--- src/rtl/onehot_pkg.sv ---
// onehot_pkg: shared types and helpers for the one-hot pulse decoder.
// Used by onehot_pulse_decoder (optional skid buffer: ONEHOT_DEC_SKID_EN).
package onehot_pkg;

  typedef enum logic [1:0] {
    IDLE,
    DRIVE,
    GAP
  } state_t;

  localparam int OH_MAX = 256;

  function automatic int clog2(input int v);
    int r;
    r = 0;
    while ((1 << r) < v) r++;
    return r;
  endfunction

  function automatic int max3(input int x, input int y, input int z);
    int m;
    m = (x > y) ? x : y;
    return (m > z) ? m : z;
  endfunction

  function automatic logic [OH_MAX-1:0] onehot_of(
    input int idx,
    input int n
  );
    logic [OH_MAX-1:0] r;
    r = '0;
    if (idx >= 0 && idx < n && idx < OH_MAX) r[idx] = 1'b1;
    return r;
  endfunction

endpackage

--- src/rtl/onehot_pulse_decoder_timer.sv ---
// onehot_pulse_timer: loadable down-counter with zero flag.
// Shared by the DRIVE and GAP windows of the decoder.
module onehot_pulse_timer #(
  parameter int W = 2
) (
  input  logic         clk,
  input  logic         rst,
  input  logic         load,
  input  logic [W-1:0] load_val,
  input  logic         dec,
  output logic [W-1:0] cnt,
  output logic         zero
);

  // count register: load has priority over decrement
  always_ff @(posedge clk) begin
    if (rst) begin
      cnt <= '0;
    end else if (load) begin
      cnt <= load_val;
    end else if (dec) begin
      cnt <= cnt - 1'b1;
    end
  end

  assign zero = (cnt == '0);

endmodule

--- src/rtl/onehot_pulse_decoder.sv ---
// onehot_pulse_decoder: binary index in, timed one-hot pulse out.
// Define ONEHOT_DEC_SKID_EN to add a one-entry skid register.
module onehot_pulse_decoder
  import onehot_pkg::*;
#(
  parameter int SEL_W     = 3,
  parameter int OUT_W     = 8,
  parameter int PULSE_CYC = 4,
  parameter int GAP_CYC   = 1
) (
  input  logic             clk,
  input  logic             rst,
  input  logic             sel_valid,
  output logic             sel_ready,
  input  logic [SEL_W-1:0] sel,
  output logic [OUT_W-1:0] a,
  output logic             busy,
  output logic             done,
  output logic             err
);

  localparam int CNT_W =
    clog2(max3(PULSE_CYC, GAP_CYC, 2));
  localparam logic [CNT_W-1:0] PULSE_LD =
    CNT_W'(PULSE_CYC - 1);
  localparam logic [CNT_W-1:0] GAP_LD =
    CNT_W'((GAP_CYC > 0) ? GAP_CYC - 1 : 0);

  state_t state, state_n;

  logic [SEL_W-1:0]  sel_q, sel_n;
  logic [CNT_W-1:0]  cnt, load_val;
  logic              zero, load, dec;
  logic              win_end, xfer;
  logic              ready_raw, pend;
  logic [SEL_W-1:0]  pend_sel;
  logic [OH_MAX-1:0] oh_full;
  logic              unused_oh;
  logic [OUT_W-1:0]  a_n;

  assign sel_ready = !rst && ready_raw;
  assign xfer      = sel_valid && sel_ready;

  onehot_pulse_timer #(
    .W (CNT_W)
  ) u_timer (
    .clk      (clk),
    .rst      (rst),
    .load     (load),
    .load_val (load_val),
    .dec      (dec),
    .cnt      (cnt),
    .zero     (zero)
  );

`ifdef ONEHOT_DEC_SKID_EN
  logic             skid_full;
  logic [SEL_W-1:0] skid_sel;
  logic             skid_push, skid_pop;

  assign ready_raw = !skid_full;
  // an index arriving on the closing edge of an empty-skid
  // window is handed straight to DRIVE instead of parking
  assign pend      = skid_full || (xfer && state != IDLE);
  assign pend_sel  = skid_full ? skid_sel : sel;
  assign skid_push = xfer && state != IDLE && !win_end;
  assign skid_pop  = win_end && skid_full;

  // skid register holds one index accepted mid-window
  always_ff @(posedge clk) begin
    if (rst) begin
      skid_full <= 1'b0;
      skid_sel  <= '0;
    end else if (skid_push) begin
      skid_full <= 1'b1;
      skid_sel  <= sel;
    end else if (skid_pop) begin
      skid_full <= 1'b0;
    end
  end
`else
  assign ready_raw = (state == IDLE);
  assign pend      = 1'b0;
  assign pend_sel  = sel_q;
`endif

  // next-state, latched index and timer control
  always_comb begin
    state_n  = state;
    sel_n    = sel_q;
    load     = 1'b0;
    load_val = PULSE_LD;
    dec      = 1'b0;
    win_end  = 1'b0;
    unique case (state)
      IDLE: begin
        if (xfer) begin
          state_n = DRIVE;
          sel_n   = sel;
          load    = 1'b1;
        end
      end
      DRIVE: begin
        if (!zero) begin
          dec = 1'b1;
        end else if (GAP_CYC > 0) begin
          state_n  = GAP;
          load     = 1'b1;
          load_val = GAP_LD;
        end else begin
          win_end = 1'b1;
        end
      end
      GAP: begin
        if (!zero) dec = 1'b1;
        else win_end = 1'b1;
      end
      default: state_n = IDLE;
    endcase
    if (win_end) begin
      if (pend) begin
        state_n  = DRIVE;
        sel_n    = pend_sel;
        load     = 1'b1;
        load_val = PULSE_LD;
      end else begin
        state_n = IDLE;
      end
    end
  end

  assign oh_full   = onehot_of(int'(sel_n), OUT_W);
  assign unused_oh = ^oh_full;
  assign a_n = (state_n == DRIVE) ? oh_full[OUT_W-1:0] : '0;

  // state, latched index and registered one-hot output
  always_ff @(posedge clk) begin
    if (rst) begin
      state <= IDLE;
      sel_q <= '0;
      a     <= '0;
    end else begin
      state <= state_n;
      sel_q <= sel_n;
      a     <= a_n;
    end
  end

  assign busy = (state != IDLE);
  assign done = !rst && state == DRIVE && zero;
  assign err  = !rst && state == DRIVE &&
                cnt == PULSE_LD &&
                int'(sel_q) >= OUT_W;

endmodule

--- config.mk ---
export PLATFORM = sky130hd
export DESIGN_NAME = onehot_pulse_decoder
export DESIGN_NICKNAME = d
export VERILOG_FILES = /design/src/rtl/onehot_pkg.sv /design/src/rtl/onehot_pulse_decoder_timer.sv /design/src/rtl/onehot_pulse_decoder.sv
export SDC_FILE = /design/constraint.sdc
export NUM_CORES = 1
export LEC_CHECK = 0
export CAP_MARGIN = 20
export CORE_UTILIZATION = 40
export CTS_BUF_LIST = sky130_fd_sc_hd__clkbuf_8
export DETAILED_ROUTE_END_ITERATION = 8
export GPL_TIMING_DRIVEN = 1
export MAX_ROUTING_LAYER = met4
export PLACE_DENSITY = 0.66
export SKIP_LAST_GASP = 1
export SLEW_MARGIN = 20
export SYNTH_ARGS = -nofsm -noshare
export SYNTH_HDL_FRONTEND = slang
export SYNTH_HIERARCHICAL = 1
export SYNTH_SLANG_ARGS = --single-unit
--- constraint.sdc ---
create_clock -name clk -period 2.7 [get_ports clk]
set_input_delay 0.405 -clock clk [delete_from_list [all_inputs] [get_ports clk]]
set_output_delay 0.405 -clock clk [all_outputs]
set_load 0.02 [all_outputs]
==> flow_summary.ini <==
[run_status]
status = finished, final reports clean

[timing]
setup_violations = 0
rsz0062_at_grt = no
hold_viol = 0
post-route-min-period_ns = 2.171
period_share_pct = 80.41
slew_viol_final = 0
skew_ns = 0.002423
tightest_slew_ns = 0.5949
slew_headroom_pct = 60.22
fmax_ghz = 0.4606
setup_tns_ns = 0

[final_layout]
area_growth_pct = 27.20
regArea_um2 = 300.3
multi_input_area_um2 = 476.7
fillers = 192
diodes = 0
nets = 112
drive_above_1_share_pct = 16.00
stdcell_count = 127

[placed_design]
dp_hpwl_mm = 1.090
placed_cells = 123
io_buffer_count = 16
gp_congestion = 0.7041

[clock_tree]
cts_inserted_buffers = 3
htree_levels = 1
cts.sinks = 15
postCtsSetupBuffers = 0
clkLatencyLatePin_ns = 0.25
clock-root-buffer = clkbuf_8
cts.repair.resized = 0
clkSlewWorstSetupHoldPaths_ns = 0.06
postCtsHoldBufs = 0
tritoncts = done
cts.path.max_buffers = 2

[worst_setup_path]
path_depth = 4
critPathMaxStageDelay_ns = 0.61
cp_max_fo = 6
path_cells = ha_1 > nand2_1 > nor2_1 > clkdlybuf4s50_1
cp_top_family = buffers and inverters
critPathArrivalTime_ns = 1.77
cp.buffers_inverters = 1
cp-start-kind = register
end_kind = output pin
required_ns = 2.30
r2r_cells = 5
critPathSlowestCell = clkdlybuf4s50_1
critPathKind = register to output pin

[yosys]
synthCells = 82
syn_avg_cell_area_um2 = 10.04
netlist_top_cells_count = dfxtp_1, nor2_1, mux2i_1, inv_1, nor2b_1
synth_nets = 93
yosys.area.top_type_share_pct = 36.47
synth_top_cell_by_area = dfxtp_1
synth_edf_count = 0
ys.flop_type = dfxtp_1
yosysSeqAreaShare_pct = 36.47
synth_most_common_cell = dfxtp_1
synth_cell_type_count = 28
async_reset_ff_share_pct = 0
netlist_area_um2 = 823.3
yosysWarningCount = 6
ys_ff_latch = 15
synthTopCellsByArea = dfxtp_1, mux2i_1, ha_1

[routing]
drt-initial-drc-count = 1
drc = 0
drtAntennaViolNets = 0
num_vias = 597
routed_wl_mm = 1.393
avgViaCountPerCell = 4.701
first_pass_iters = 4
wl_per_cell_um = 10.97

[floorplan]
start_util_pct = 42.40
die-area_um2 = 2243
die_w_um = 47.37
ios = 18
die_y_um = 47.37
core_area_um2 = 1942
rows = 16

[power_and_ir_drop]
peakVddDrop_uv = 372.1
power_density_nw_per_um2 = 666.2
power_leakage_nw = 0.4429

[grt]
overflow = 0
grtUsageTotal_pct = 14.84
grt_first_pass_wirelength_mm = 2.208
grt_pass1_vias = 513
antenna_found_initial = 0
grt_max_degree = 11

[min_path]
hold_depth = 2
hp-class = register to register

[job]
cap_violations = 0
-- state kept, by name (all words and copies together) (netlist names) --
register / flops
a: 8
pend_sel: 3
state: 2
u_timer/cnt: 2
-- per-stage QoR --
step	util [%]	hold slack, ns	total power, mW	cell area, um2	setup slack (ns)
finish	53.93	0.5407	0.6977	1047	0.5289
global route	53.93	0.5826	0.7449	1047	0.3953
CTS	53.93	0.5329	0.7067	1047	0.5375
detailed placement	51.55	0.5175	0.5262	1001	0.5263
global placement	51.55	0.4873	0.5221	1001	0.5466
floorplan	-	0.4693	0.4627	823.3	1.099
-- worst paths after layout --
kind                    start           to  slack (ns)
setup reg to reg     state[0]         a[2]        0.71
setup / recovery     state[0]         done        0.53
hold / removal    pend_sel[0]  pend_sel[0]        0.54
hold reg to reg   pend_sel[0]  pend_sel[0]        0.54
-- cell type report --
type / instances / area share, %
clock buffers: 3 / 3.943
clock inverters: 1 / 0.4779
inverters: 6 / 2.151
multi-input cells: 58 / 45.52
flip-flops and latches: 15 / 28.67
well taps: 27 / 3.226
repair buffers: 17 / 16.01
-- where the power goes --
part	total [mW]	internal, mW	leakage, nW	switching, mW
clock	0.178	0.102	0.0255	0.0755
combinational	0.258	0.111	0.295	0.147
sequential	0.262	0.245	0.122	0.0172
-- metal layers --
| metal | vias to the layer above | routed length [um] | GRT usage, % |
|---|---|---|---|
| met1 | 274 | 688 | 18.94 |
| li1 | 312 | - | - |
| met5 | - | 0 | - |
| met4 | 0 | 0 | 1.714 |
| met3 | 0 | 66 | 6.923 |
| met2 | 11 | 638 | 21.92 |
-- tightest hold or removal path, stage by stage, from the launching register on --
cell     delay [ns]
dfxtp_1        0.34
mux2i_1        0.08
nor2_1         0.08
-- cells in the final DEF (no fill, tap or decap), types with 2 or more instances in the layout --
cell type and count:
clkdlybuf4s50_1 16, nand2b_1 2, mux2i_1 7, inv_1 6, nor2_1 8, clkbuf_8 3, nand2_1 5, nor4_1 3
dfxtp_1 15, nor2b_1 6, ha_1 5, a21oi_1 2, mux2_4 2, nand3b_1 2, nor4_2 4
-- cell families after synthesis --
kind of cell,synth area share (%)
AOI/OAI and AO/OA,8.511
DFF,36.47
other,0.4555
xor gates and xnor gates,1.064
and+or+nand+nor,28.12
adders and majority gates,7.599
buffers and inverters,5.623
muxes,12.16
No activity file was read; power rests on OpenSTA's default activity.
